$ cat config.mk
export PLATFORM = sky130hd
export DESIGN_NAME = snd_fft_seq
export DESIGN_NICKNAME = d
export VERILOG_FILES = /design/src/rtl/snd_fft_pkg.sv /design/src/rtl/snd_sat_cnt16.sv /design/src/rtl/snd_fft_seq.sv
export SDC_FILE = /design/constraint.sdc
export NUM_CORES = 1
export LEC_CHECK = 0
export BUFFER_PORTS_ARGS = -buffer_cell sky130_fd_sc_hd__buf_2
export CAP_MARGIN = 10
export CORE_MARGIN = 3
export CORE_UTILIZATION = 49
export CTS_BUF_LIST = sky130_fd_sc_hd__clkbuf_4 sky130_fd_sc_hd__clkbuf_8
export DETAILED_ROUTE_END_ITERATION = 16
export GPL_TIMING_DRIVEN = 0
export PLACE_DENSITY = 0.88
export SKIP_LAST_GASP = 1
export SLEW_MARGIN = 20
export SYNTH_ARGS = -nofsm -noshare
export SYNTH_HDL_FRONTEND = slang
export SYNTH_SLANG_ARGS = --single-unit
$ cat constraint.sdc
create_clock -name CLK -period 3.19 [get_ports CLK]
set_clock_uncertainty 0.1 [all_clocks]
set_input_delay 0.4785 -clock CLK [delete_from_list [all_inputs] [get_ports CLK]]
set_output_delay 0.4785 -clock CLK [all_outputs]
set_load 0.01 [all_outputs]
$ cat src/rtl/snd_fft_pkg.sv
// Shared types and constants for the FFT voice-change sample sequencer.
// Build option SND_FFT_SEQ_STAT_EN (see snd_fft_seq) adds underrun/overrun counters.
package snd_fft_pkg;

    localparam int SND_W      = 16;
    localparam int FIFO_W     = 32;
    localparam int DP_LAT_DEF = 6;
    localparam int LAT_CNT_W  = 8;

    typedef enum logic [1:0] {
        ST_IDLE = 2'd0,
        ST_POP  = 2'd1,
        ST_LOAD = 2'd2,
        ST_WAIT = 2'd3
    } seq_state_e;

endpackage

$ cat src/rtl/snd_sat_cnt16.sv
// 16-bit saturating event counter with synchronous active-low reset and clear.
module snd_sat_cnt16 (
    input  logic        clk_i,
    input  logic        rst_n_i,
    input  logic        clr_i,
    input  logic        inc_i,
    output logic [15:0] cnt_o
);

    logic [15:0] cnt_q;
    logic [15:0] cnt_d;

    always_comb begin
        cnt_d = cnt_q;
        if (clr_i) begin
            cnt_d = '0;
        end else if (inc_i && (cnt_q != 16'hFFFF)) begin
            cnt_d = cnt_q + 16'd1;
        end
    end

    always_ff @(posedge clk_i) begin
        if (!rst_n_i) begin
            cnt_q <= '0;
        end else begin
            cnt_q <= cnt_d;
        end
    end

    assign cnt_o = cnt_q;

endmodule

$ cat src/rtl/snd_fft_seq.sv
// Sample-rate sequencer: pops an L/R pair per tick, feeds the datapath, captures the result.
// Define SND_FFT_SEQ_STAT_EN to build the saturating underrun/overrun counters.
module snd_fft_seq
    import snd_fft_pkg::*;
#(
    parameter int DP_LAT           = DP_LAT_DEF,
    parameter int MUTE_ON_UNDERRUN = 0
) (
    input  logic        CLK,
    input  logic        RST_X,
    input  logic        ENABLE,
    input  logic        SMP_TICK,
    input  logic        FIFO_EMPTY_L,
    input  logic        FIFO_EMPTY_R,
    output logic        FIFO_RD_EN,
    input  logic [31:0] FIFO_DOUT_L,
    input  logic [31:0] FIFO_DOUT_R,
    output logic [31:0] DP_DIN_L,
    output logic [31:0] DP_DIN_R,
    output logic        DP_LOAD,
    input  logic [15:0] DP_SND_L,
    input  logic [15:0] DP_SND_R,
    output logic [15:0] L_SNDDATA,
    output logic [15:0] R_SNDDATA,
    output logic        SND_VALID,
    output logic        BUSY,
    output logic        UNDERRUN,
    output logic        OVERRUN,
    output logic [15:0] UNDERRUN_CNT,
    output logic [15:0] OVERRUN_CNT
);

    localparam logic [LAT_CNT_W-1:0] LAT_M1 = LAT_CNT_W'(DP_LAT - 1);

    seq_state_e            state_q, state_d;
    logic [LAT_CNT_W-1:0]  cnt_q, cnt_d;
    logic [FIFO_W-1:0]     din_l_q, din_l_d;
    logic [FIFO_W-1:0]     din_r_q, din_r_d;
    logic [SND_W-1:0]      snd_l_q, snd_l_d;
    logic [SND_W-1:0]      snd_r_q, snd_r_d;
    logic                  snd_valid_q, snd_valid_d;

    logic tick_en;
    logic rd_en;
    logic underrun;
    logic overrun;
    logic dp_load;
    logic capture;

    assign tick_en = SMP_TICK & ENABLE;

    always_comb begin
        state_d     = state_q;
        cnt_d       = cnt_q;
        din_l_d     = din_l_q;
        din_r_d     = din_r_q;
        snd_l_d     = snd_l_q;
        snd_r_d     = snd_r_q;
        snd_valid_d = 1'b0;
        rd_en       = 1'b0;
        underrun    = 1'b0;
        dp_load     = 1'b0;
        capture     = 1'b0;

        case (state_q)
            ST_IDLE: begin
                if (tick_en) begin
                    if (!FIFO_EMPTY_L && !FIFO_EMPTY_R) begin
                        rd_en   = 1'b1;
                        state_d = ST_POP;
                    end else begin
                        underrun = 1'b1;
                        if (MUTE_ON_UNDERRUN != 0) begin
                            snd_l_d     = '0;
                            snd_r_d     = '0;
                            snd_valid_d = 1'b1;
                        end
                    end
                end
            end
            ST_POP: begin
                din_l_d = FIFO_DOUT_L;
                din_r_d = FIFO_DOUT_R;
                cnt_d   = LAT_M1;
                state_d = ST_LOAD;
            end
            ST_LOAD: begin
                // The counter already runs here so the capture lands DP_LAT+1 cycles after the pop.
                dp_load = 1'b1;
                if (cnt_q == '0) begin
                    capture = 1'b1;
                end else begin
                    cnt_d   = cnt_q - 1'b1;
                    state_d = ST_WAIT;
                end
            end
            ST_WAIT: begin
                if (cnt_q == '0) begin
                    capture = 1'b1;
                end else begin
                    cnt_d = cnt_q - 1'b1;
                end
            end
            default: state_d = ST_IDLE;
        endcase

        if (capture) begin
            snd_l_d     = DP_SND_L;
            snd_r_d     = DP_SND_R;
            snd_valid_d = 1'b1;
            state_d     = ST_IDLE;
        end
    end

    // A tick arriving on the capture cycle is still an overrun; it is dropped.
    assign overrun = tick_en && (state_q != ST_IDLE);

    always_ff @(posedge CLK) begin
        if (!RST_X) begin
            state_q     <= ST_IDLE;
            cnt_q       <= '0;
            din_l_q     <= '0;
            din_r_q     <= '0;
            snd_l_q     <= '0;
            snd_r_q     <= '0;
            snd_valid_q <= 1'b0;
        end else begin
            state_q     <= state_d;
            cnt_q       <= cnt_d;
            din_l_q     <= din_l_d;
            din_r_q     <= din_r_d;
            snd_l_q     <= snd_l_d;
            snd_r_q     <= snd_r_d;
            snd_valid_q <= snd_valid_d;
        end
    end

    assign FIFO_RD_EN = rd_en & RST_X;
    assign DP_LOAD    = dp_load & RST_X;
    assign BUSY       = (state_q != ST_IDLE) & RST_X;
    assign UNDERRUN   = underrun & RST_X;
    assign OVERRUN    = overrun & RST_X;
    assign DP_DIN_L   = din_l_q;
    assign DP_DIN_R   = din_r_q;
    assign L_SNDDATA  = snd_l_q;
    assign R_SNDDATA  = snd_r_q;
    assign SND_VALID  = snd_valid_q;

`ifdef SND_FFT_SEQ_STAT_EN
    logic [1:0]  stat_inc;
    logic [15:0] stat_cnt [2];

    assign stat_inc = {OVERRUN, UNDERRUN};

    genvar gi;
    generate
        for (gi = 0; gi < 2; gi++) begin : g_stat
            snd_sat_cnt16 u_cnt (
                .clk_i   (CLK),
                .rst_n_i (RST_X),
                .clr_i   (1'b0),
                .inc_i   (stat_inc[gi]),
                .cnt_o   (stat_cnt[gi])
            );
        end
    endgenerate

    assign UNDERRUN_CNT = stat_cnt[0];
    assign OVERRUN_CNT  = stat_cnt[1];
`else
    assign UNDERRUN_CNT = 16'h0;
    assign OVERRUN_CNT  = 16'h0;
`endif

endmodule

Word-level counts from Yosys, hierarchy flattened

Index checks and enable logic that the tools add are counted.

Input bits: 102
Output and inout port bits: 134
Bits in latches: 0
Memories: 0
Logic and storage cells: 51
Register bits after elaboration: 107
Bits in writable memories: 0
Memory bits (read-only): 0

Equality and inequality tests: 7
Muxes and demuxes: 16
Div/mod/pow operators: 0
Reductions and logical operators: 13
Shift operators: 0
Order comparisons: 0
Multiply operators: 0
Bitwise gates (word level): 7
Add/subtract/negate cells: 1

Operators with widths:

| kind                                             | number |
|---|---|
| case mux 8 bit (2 select lines)                  | 1 |
| 2-to-1 mux 1 bit                                 | 10 |
| zero test 8 bit                                  | 1 |
| 2-to-1 mux 8 bit                                 | 1 |
| inequality test 2 bit, second input constant     | 4 |
| subtractor 8 x 1 -> 8 bit, second input constant | 1 |
| AND 1 bit                                        | 6 |
| 2-to-1 mux 2 bit                                 | 3 |
| case mux 2 bit (3 select lines)                  | 1 |
| == test 2 bit, second input constant             | 2 |
| AND reduction 4 bit                              | 1 |
| nonzero test 2 bit                               | 2 |
| OR reduction 2 bit                               | 2 |
| nonzero test 3 bit                               | 1 |
| == test 2 x 1 -> 1 bit, second input constant    | 1 |
| logical AND 1 bit                                | 2 |
| zero test 1 bit                                  | 2 |
| zero test 2 bit                                  | 1 |
| AND reduction 2 bit                              | 1 |
| inverter 1 bit                                   | 1 |

Depth between registers and ports, before layout

Gate-level depths: netlist (run 1).

Depth after elaboration: 6
Depth in mapped cells: 7
Mapped depth without buffers: 6

Least setup slack after synthesis (run 1)

OpenSTA, ideal clock, no wires.

Path kind: reg-to-reg
Start point: register state_q[1]
End point: register din_r_q[10], in the netlist DP_DIN_R[10]
Cell stages (with the launch flop): 7
Data arrival time: 1,695 ps
Buffers on the path: 2
Library setup time: 128 ps
Clock period less this slack: 1,923 ps
Path slack: 1,267 ps
Required time: 2,962 ps
Cells stage by stage: dfxtp_1 -> inv_1 -> ha_1 -> clkbuf_1 -> buf_1 -> mux2i_1 -> nor2_1

Longest elaborated chain between the ends: 1

Ends and longest elaborated chain:

| item                     | RTL line           | source |
|---|---|---|
| start: declaration       | snd_fft_seq.sv:35  | `seq_state_e state_q, state_d;` |
| start signal: assignment | snd_fft_seq.sv:128 | `state_q <= state_d;` |
| == test 2 x 1 -> 1 bit   | snd_fft_seq.sv:65  | `case (state_q)` |
| end signal: assignment   | snd_fft_seq.sv:131 | `din_r_q <= din_r_d;` |
| end: declaration         | snd_fft_seq.sv:38  | `logic [FIFO_W-1:0] din_r_q, din_r_d;` |

No other way between the ends.
A chain may end at the register's enable or synchronous reset.

Worst setup path in the final report (run 1)

Start point: register state_q[1]
End point: register din_l_q[11], in the netlist DP_DIN_L[11]

Longest elaborated chain between the ends: 1

Ends and longest elaborated chain:

| item                   | RTL line           | source |
|---|---|---|
| == test 2 x 1 -> 1 bit | snd_fft_seq.sv:65  |  |
| end signal: assignment | snd_fft_seq.sv:130 | `din_l_q <= din_l_d;` |
| end: declaration       | snd_fft_seq.sv:37  | `logic [FIFO_W-1:0] din_l_q, din_l_d;` |

No other way between the ends.

==> flow_summary.yaml, run 1 <==
floorplan:
  dieWidth_um: 97.4
  fp-row-count: 32
  ioPinCount: 236
  dieHeight_um: 97.4
  start_util: 0.516
  core_area_um2: 7930
  die_area_um2: 9480
cells_and_area:
  mostFrequentLayoutCell: "buf_2"
  layout_common_cells: "buf_2 (209), dfxtp_1 (107), nor2_1 (72)"
  antenna_cells: 0
  design_area_um2: 5520
  final_nets: 746
  layout-drive-gt1-share: 0.409
  area_growth_pct: 35.0
  final_cells: 743
power_and_ir_drop:
  max-vdd-ir-drop_uv: 289
  p_per_area_nw_per_um2: 708
  p_leak_nw: 2.78
  finalPower_w: 0.00391
logic_synthesis:
  syn_area_um2: 4090
  synthDistinctLibCells: 36
  avgSynthCellArea_um2: 10.4
  yosysSeqAreaShare: 0.524
  yosysWarnings: 0
  synth_seq_cells: 107
  synthCells: 392
  synthFlopType: "dfxtp_1"
  synth-edff-count: 0
  synthArstFlopShare: 0
place:
  dp_cells: 728
  place_ws_ps: 808
  placed_area_um2: 5350
  io_buffers: 203
  gp_congestion: 0.848
  dp_hpwl_mm: 8.30
run_status:
  outcome: "completed"
global_routing:
  grt_first_pass_wirelength_mm: 17.1
  grt_max_degree: 18
  grt-ovfl-total: 0
  grt_pass1_vias: 3614
  grtUsageTotal: 0.218
  antenna_found_initial: 0
run:
  maxCapViolCount: 0
critical_path:
  cp.arrival_ps: 2530
  r2r_cells: 6
  r2r-start: "state_q[1]"
  slowest_stage: "buf_1"
  worst_r2r_endpoint: "DP_DIN_L[11]"
  worstPathRequired_ps: 3330
  cp-start-kind: "register"
  timing.reg2reg.setup_slack_ps: 800
  cp_top_family: "buffers and inverters"
  max_stage_delay_ps: 600
  critPathKind: "register to register"
  worst-path-buf-inv: 3
  end_kind: "register"
  cp_cell_sequence: "inv_1 -> ha_1 -> clkbuf_1 -> buf_1 -> mux2i_1 -> nor2_1"
  path_max_fanout: 10
detailed_routing:
  via_per_inst: 4.83
  drtIter0Drc: 64
  drc_errors: 0
  vias: 3585
  routed_wl_mm: 10.3
  final_antenna_net_count: 0
  wl_per_cell_um: 13.9
  firstDrtPassIters: 4
hold_path:
  min_to: "L_SNDDATA[11]"
  hold_class: "input port to register"
  worstHoldStart: "DP_SND_L[11]"
  holdPathStages: 2
clocking:
  cts.hold.buffers_added: 0
  clock_sinks: 107
  clock_latency_ps: 340
  postCtsSetupBuffers: 0
  post_cts_resized: 0
  path_clk_slew_ps: 100
  cts_tree: "yes"
  max-clock-path-buffers: 2
  htreeDepth: 3
  cts_root_buf: "clkbuf_8"
  cts_made_buffers: 9
sta:
  relSlewSlack: 0.517
  min_period_over_period: 0.750
  fmax_mhz: 418
  worstMarginPinSlew_ps: 725
  hold_viol_final: 0
  finalWorstSetupSlack_ps: 796
  fin_crit_ps: 2390
  rsz0062_at_grt: "no"
  setup_viol: 0
  slew_violations: 0
  setup_tns_ps: 0
==> power by group <==
part	switching, W	total (W)	internal [W]
clock	0.000433	0.000725	0.000291
combinational	0.000763	0.00141	0.000647
sequential	0.000171	0.00177	0.00160
==> flip-flops by register name (all words and copies together), names as in the netlist <==
| signal | cells |
|---|---|
| cnt_q | 8 |
| R_SNDDATA | 16 |
| state_q | 2 |
| DP_DIN_R | 32 |
| DP_DIN_L | 32 |
| SND_VALID | 1 |
| L_SNDDATA | 16 |
==> metal layers <==
| layer | vias up | GRT usage | routed length (um) |
|---|---|---|---|
| met1 | 1614 | 0.236 | 3990 |
| met5 | - | 0 | 0 |
| li1 | 1768 | - | - |
| met2 | 179 | 0.389 | 5200 |
| met3 | 24 | 0.0668 | 855 |
| met4 | 0 | 0.0937 | 270 |
==> layout make-up <==
| cell class | count | area (um^2) |
|---|---|---|
| Buffer | 53 | 327 |
| Clock buffer | 10 | 131 |
| Clock inverter | 5 | 38.8 |
| Fill cell | 593 | 2410 |
| Inverter | 5 | 18.8 |
| Multi-Input combinational cell | 258 | 1720 |
| Sequential cell | 107 | 2140 |
| Tap cell | 102 | 128 |
| Timing Repair Buffer | 203 | 1020 |
==> stage by stage <==
| step | utilization | hold slack (ps) |
|---|---|---|
| final | 0.696 | 231 |
| after global routing | 0.696 | 207 |
| after CTS | 0.696 | 207 |
| after detailed placement | 0.675 | 359 |
| after global placement | 0.675 | 357 |
| after floorplan | - | 347 |
==> worst register-to-register path, cell delays in order, from the launching register on <==
cell,delay (ps)
dfxtp_1,380
inv_1,140
ha_1,190
clkbuf_1,490
buf_1,610
mux2i_1,320
nor2_1,60
==> Yosys cell counts, types with 3 or more instances <==
cell	n	area, um^2
dfxtp_1	107	2140
nor2_1	72	270
mux2i_1	64	641
a22o_1	32	280
buf_4	32	240
a21oi_1	9	45.0
buf_1	8	30.0
clkbuf_1	7	26.3
ha_1	7	87.6
buf_2	6	30.0
inv_1	5	18.8
o21ai_0	5	25.0
nand2_1	4	15.0
nand3_1	4	20.0
or3_1	4	25.0
nor3_1	3	15.0
==> worst max-delay path by stage <==
stage / from / endpoint / slack (ps) / cells past startpoint
after floorplan: state_q[1] / DP_DIN_R[10] / 1270 / 6
after global placement: state_q[1] / DP_DIN_L[13] / 870 / 6
after detailed placement: state_q[1] / DP_DIN_L[11] / 810 / 6
after CTS: state_q[1] / DP_DIN_R[25] / 790 / 6
after global routing: state_q[1] / DP_DIN_L[23] / 620 / 6
final: state_q[1] / DP_DIN_L[11] / 800 / 6
==> cell families (layout without fill, tap and decap cells) <==
family / after synthesis / in the layout / synth area share
compound gates: 54 / 54 / 0.100
xor+xnor: 1 / 1 / 0.00214
fa+ha+maj: 7 / 7 / 0.0214
buf+inv: 58 / 276 / 0.0844
flops: 107 / 107 / 0.524
mux: 64 / 64 / 0.157
other cells: 1 / 32 / 0.000917
simple gates: 100 / 100 / 0.111
(Power assumes the default switching activity.)
==> run 2, diff against run 1 <==
Settings changed: ABC_AREA set to 1, CORE_UTILIZATION 49 to 41, PLACE_DENSITY 0.88 to 0.78.
Clock period 3.19 ns to 2 ns, I/O delays scaled along.
==> flow_summary.yaml, run 2 <==
cells_and_area:
  area_growth_pct: 35.2
  layout_common_cells: "buf_2 (208), nor2_1 (141), nand2_1 (118)"
  design_area_um2: 5800
  final_nets: 918
  antenna_cells: 0
  final_cells: 947
  mostFrequentLayoutCell: "buf_2"
  layout-drive-gt1-share: 0.355
floorplan:
  ioPinCount: 236
  fp-row-count: 36
  die_area_um2: 11700
  core_area_um2: 9950
  dieHeight_um: 108
  start_util: 0.431
  dieWidth_um: 108
place:
  dp_cells: 931
  io_buffers: 203
  gp_congestion: 0.864
  dp_hpwl_mm: 8.79
  placed_area_um2: 5590
  place_ws_ps: 12.9
logic_synthesis:
  yosysWarnings: 0
  synthCells: 564
  avgSynthCellArea_um2: 7.61
  synth_top_area_frac: 0.499
  synthFlopType: "dfxtp_1"
  synth-edff-count: 0
  yosysSeqAreaShare: 0.499
  synthDistinctLibCells: 27
  synth_area_leader_cell: "dfxtp_1"
  synth_area_leaders: "dfxtp_1 (50%), nor2_1 (12%), nand2_1 (10%), o21ai_0 (6.6%), buf_4 (5.6%)"
  netlist_top_cells_count: "nor2_1 (142), nand2_1 (118), dfxtp_1 (107), o21ai_0 (57), buf_4 (32)"
  syn_area_um2: 4290
  synthArstFlopShare: 0
  synth_seq_cells: 107
  synth_most_common_cell: "nor2_1"
sta:
  rsz0062_at_grt: "no"
  hold_viol_final: 0
  fmax_mhz: 536
  slew_violations: 0
  finalWorstSetupSlack_ps: 135
  setup_viol: 0
  fin_crit_ps: 1860
  setup_tns_ps: 0
  min_period_over_period: 0.932
critical_path:
  path_max_fanout: 6
  end_kind: "output port"
  cp-start-kind: "register"
  worstPathRequired_ps: 1600
  cp.arrival_ps: 1460
  critPathKind: "register to output port"
global_routing:
  grt_first_pass_wirelength_mm: 17.8
  antenna_found_initial: 0
  grt-ovfl-total: 0
  grt_max_degree: 20
  grt_pass1_vias: 3820
  grtUsageTotal: 0.190
detailed_routing:
  final_antenna_net_count: 0
  drc_errors: 0
  vias: 4184
  routed_wl_mm: 11.2
  firstDrtPassIters: 4
  via_per_inst: 4.42
  drtIter0Drc: 202
  wl_per_cell_um: 11.9
clocking:
  path_clk_slew_ps: 100
  cts_root_buf: "clkbuf_8"
  postCtsSetupBuffers: 0
  htreeDepth: 3
  cts_made_buffers: 9
  cts_tree: "yes"
  clock_sinks: 107
  max-clock-path-buffers: 2
  clock_latency_ps: 350
power_and_ir_drop:
  p_per_area_nw_per_um2: 1290
  max-vdd-ir-drop_uv: 775
  p_leak_nw: 3.28
run_status:
  outcome: "completed"
run:
  maxCapViolCount: 0
hold_path:
  hold_class: "input port to register"
## run 2: cell count changes in the layout (fill, tap and decap cells not counted), moves of 7 or more
cell / delta
nand2_2: +12
o21ai_1: +11
inv_1: +14
mux2i_1: -64
nand2_1: +114
buf_1: -7
o21ai_0: +52
nor2_1: +69
a22o_1: -32
## run 2: where the power goes
part	switching [W]	internal [W]
sequential	0.000320	0.00277
clock	0.000759	0.000497
combinational	0.00197	0.00119
## run 2: logic make-up (layout without fill, tap and decap cells)
kind of cell             Yosys count  after routing  share of synthesized area
AND/OR/NAND/NOR                  292            292                      0.277
flip-flops                       107            107                      0.499
buffers and inverters             80            299                      0.112
AO/OA/AOI/OAI                     76             76                     0.0886
adder cells (fa/ha/maj)            7              7                     0.0204
other                              1             32                   0.000874
XOR/XNOR                           1              1                    0.00204
## run 2: path summary, 6_finish.rpt
check / depth (start not counted) / startpoint / to / slack, ps
max: 5 / state_q[0] / UNDERRUN / 140
min: 3 / DP_SND_R[5] / R_SNDDATA[5] / 30
max reg2reg: 10 / state_q[0] / R_SNDDATA[1] / 160
min reg2reg: 2 / L_SNDDATA[1] / L_SNDDATA[1] / 340
## run 2: per-layer routing
layer | vias up | GRT usage | part of all wire
li1 | 2185 | - | -
met4 | 0 | 0.0748 | 0.024
met5 | - | 0 | 0
met1 | 1834 | 0.218 | 0.39
met2 | 143 | 0.332 | 0.51
met3 | 22 | 0.0537 | 0.077
## run 2: stage by stage
stage / power, W / hold slack [ps] / utilization
finish: 0.00750 / 28.9 / 0.583
CTS: 0.00755 / 6.78 / 0.581
global route: 0.00814 / 15.2 / 0.583
global placement: 0.00622 / 323 / 0.562
floorplan: 0.00513 / 305 / -
detailed placement: 0.00626 / 327 / 0.562
## run 2: timing repair
item,in CTS,in global routing
hold buffers,0,0
setup endpoints to repair,4,11
pin swaps,0,0
gates resized for setup,3,6
## run 2: layout make-up
type | instances | area (um^2)
fillers | 959 | 4150
flip-flops and latches | 107 | 2140
multi-input cells | 408 | 1810
repair buffers | 203 | 1020
plain buffers | 58 | 399
well taps | 133 | 166
clock buffers | 10 | 131
inverters | 22 | 82.6
clock inverters | 6 | 55.1
## run 2: critical path, stage by stage (launching register included)
cell and delay (ps):
dfxtp_2 360, inv_1 130, ha_4 180, nand2_1 80, nor3b_1 170, buf_2 170
==> run 3, diff against run 2 <==
Settings changed: RECOVER_POWER set to 100.
==> flow_summary.yaml, run 3 (same netlist as run 2, synthesis figures left out) <==
detailed_routing:
  firstDrtPassIters: 4
  drtIter0Drc: 199
  wl_per_cell_um: 11.9
  routed_wl_mm: 11.2
  via_per_inst: 4.42
  vias: 4186
  drc_errors: 0
  final_antenna_net_count: 0
run:
  maxCapViolCount: 0
clocking:
  postCtsSetupBuffers: 0
  cts_made_buffers: 9
  htreeDepth: 3
  max-clock-path-buffers: 2
  cts_root_buf: "clkbuf_8"
  cts.hold.buffers_added: 0
  clock_sinks: 107
  path_clk_slew_ps: 110
  clock_latency_ps: 360
  cts_tree: "yes"
critical_path:
  r2r_cells: 7
  path_max_fanout: 6
  critPathKind: "register to output port"
  cp.arrival_ps: 1470
  end_kind: "output port"
  cp-start-kind: "register"
  worstPathRequired_ps: 1600
power_and_ir_drop:
  p_sw_frac: 0.416
  p_per_area_nw_per_um2: 1300
  clkPwrFrac: 0.172
  finalPower_w: 0.00734
  p_seq_frac: 0.423
  max-vdd-ir-drop_uv: 765
  p_int_w: 0.00429
  p_leak_nw: 2.86
  p_switching_w: 0.00305
  combinationalPowerShare: 0.405
run_status:
  outcome: "completed"
floorplan:
  start_util: 0.431
  fp-row-count: 36
  dieHeight_um: 108
  die_area_um2: 11700
  core_area_um2: 9950
  dieWidth_um: 108
  ioPinCount: 236
sta:
  setup_viol: 0
  min_period_over_period: 0.933
  finalWorstSetupSlack_ps: 133
  rsz0062_at_grt: "no"
  fmax_mhz: 536
  setup_tns_ps: 0
  hold_viol_final: 0
  fin_hold_ws_ps: 28.4
  fin_crit_ps: 1870
  slew_violations: 0
cells_and_area:
  finalCoreUtilization: 0.569
  fillers: 1012
  layout_common_cells: "nor2_1 (142), nand2_1 (119), clkbuf_1 (115)"
  antenna_cells: 0
  mostFrequentLayoutCell: "nor2_1"
  final_nets: 918
  layout-drive-gt1-share: 0.226
  area_growth_pct: 31.9
global_routing:
  grtUsageTotal: 0.190
  grt_max_degree: 20
  grt-ovfl-total: 0
  grt_first_pass_wirelength_mm: 17.8
  grt_pass1_vias: 3820
  antenna_found_initial: 0
place:
  gp_congestion: 0.864
  place_ws_ps: 12.9
  dp_hpwl_mm: 8.79
  io_buffers: 203
hold_path:
  holdPathStages: 3
  hold_class: "input port to register"
run 3: cell count changes in the layout (fill, tap and decap cells not counted), sizes merged:
cell	delta
clkbuf	+104
buf	-104
run 3: path summary, 6_finish.rpt:
| check | startpoint | to | slack, ps |
|---|---|---|---|
| min | DP_SND_R[3] | R_SNDDATA[3] | 30 |
| min reg2reg | R_SNDDATA[14] | R_SNDDATA[14] | 350 |
| max | state_q[0] | UNDERRUN | 130 |
| max reg2reg | state_q[1] | DP_DIN_R[18] | 160 |
run 3: power by group through the flow:
stage	combinational, W	clock [W]	sequential, W
after floorplan	0.00176	0	0.00337
after global placement	0.00311	0	0.00310
final	0.00297	0.00126	0.00310
after global routing	0.00342	0.00138	0.00318
after detailed placement	0.00316	0	0.00311
after CTS	0.00316	0.00130	0.00308
run 3: what timing repair did:
item / in CTS / in global routing
pin swaps: 0 / 0
gates resized for setup: 3 / 6
endpoints found under the setup margin: 4 / 11
run 3: stage by stage:
stage	instances	area, um^2
after detailed placement	931	5590
after CTS	947	5790
after global placement	931	5590
final	947	5660
after floorplan	595	4410
after global routing	947	5660
run 3: layer usage:
metal,up-vias,GRT usage,wire length (um)
met4,0,0.0748,289
li1,2182,-,-
met5,-,0,0
met1,1836,0.218,4380
met3,23,0.0537,930
met2,145,0.332,5650
run 3: cell type report:
cell class	count	area, um^2	share of cell area
inverter	22	82.6	0.0146
buffer	58	397	0.0700
clock buffer	10	131	0.0232
clock inverter	6	55.1	0.00972
multi-input combinational	408	1800	0.317
sequential	107	2140	0.379
tap	133	166	0.0294
timing repair buffer	203	891	0.157
run 3: worst max-delay path: stages (launching register included):
cell and delay, ps:
dfxtp_2 360, inv_1 130, ha_4 180, nand2_1 80, nor3b_1 180, clkbuf_2 180
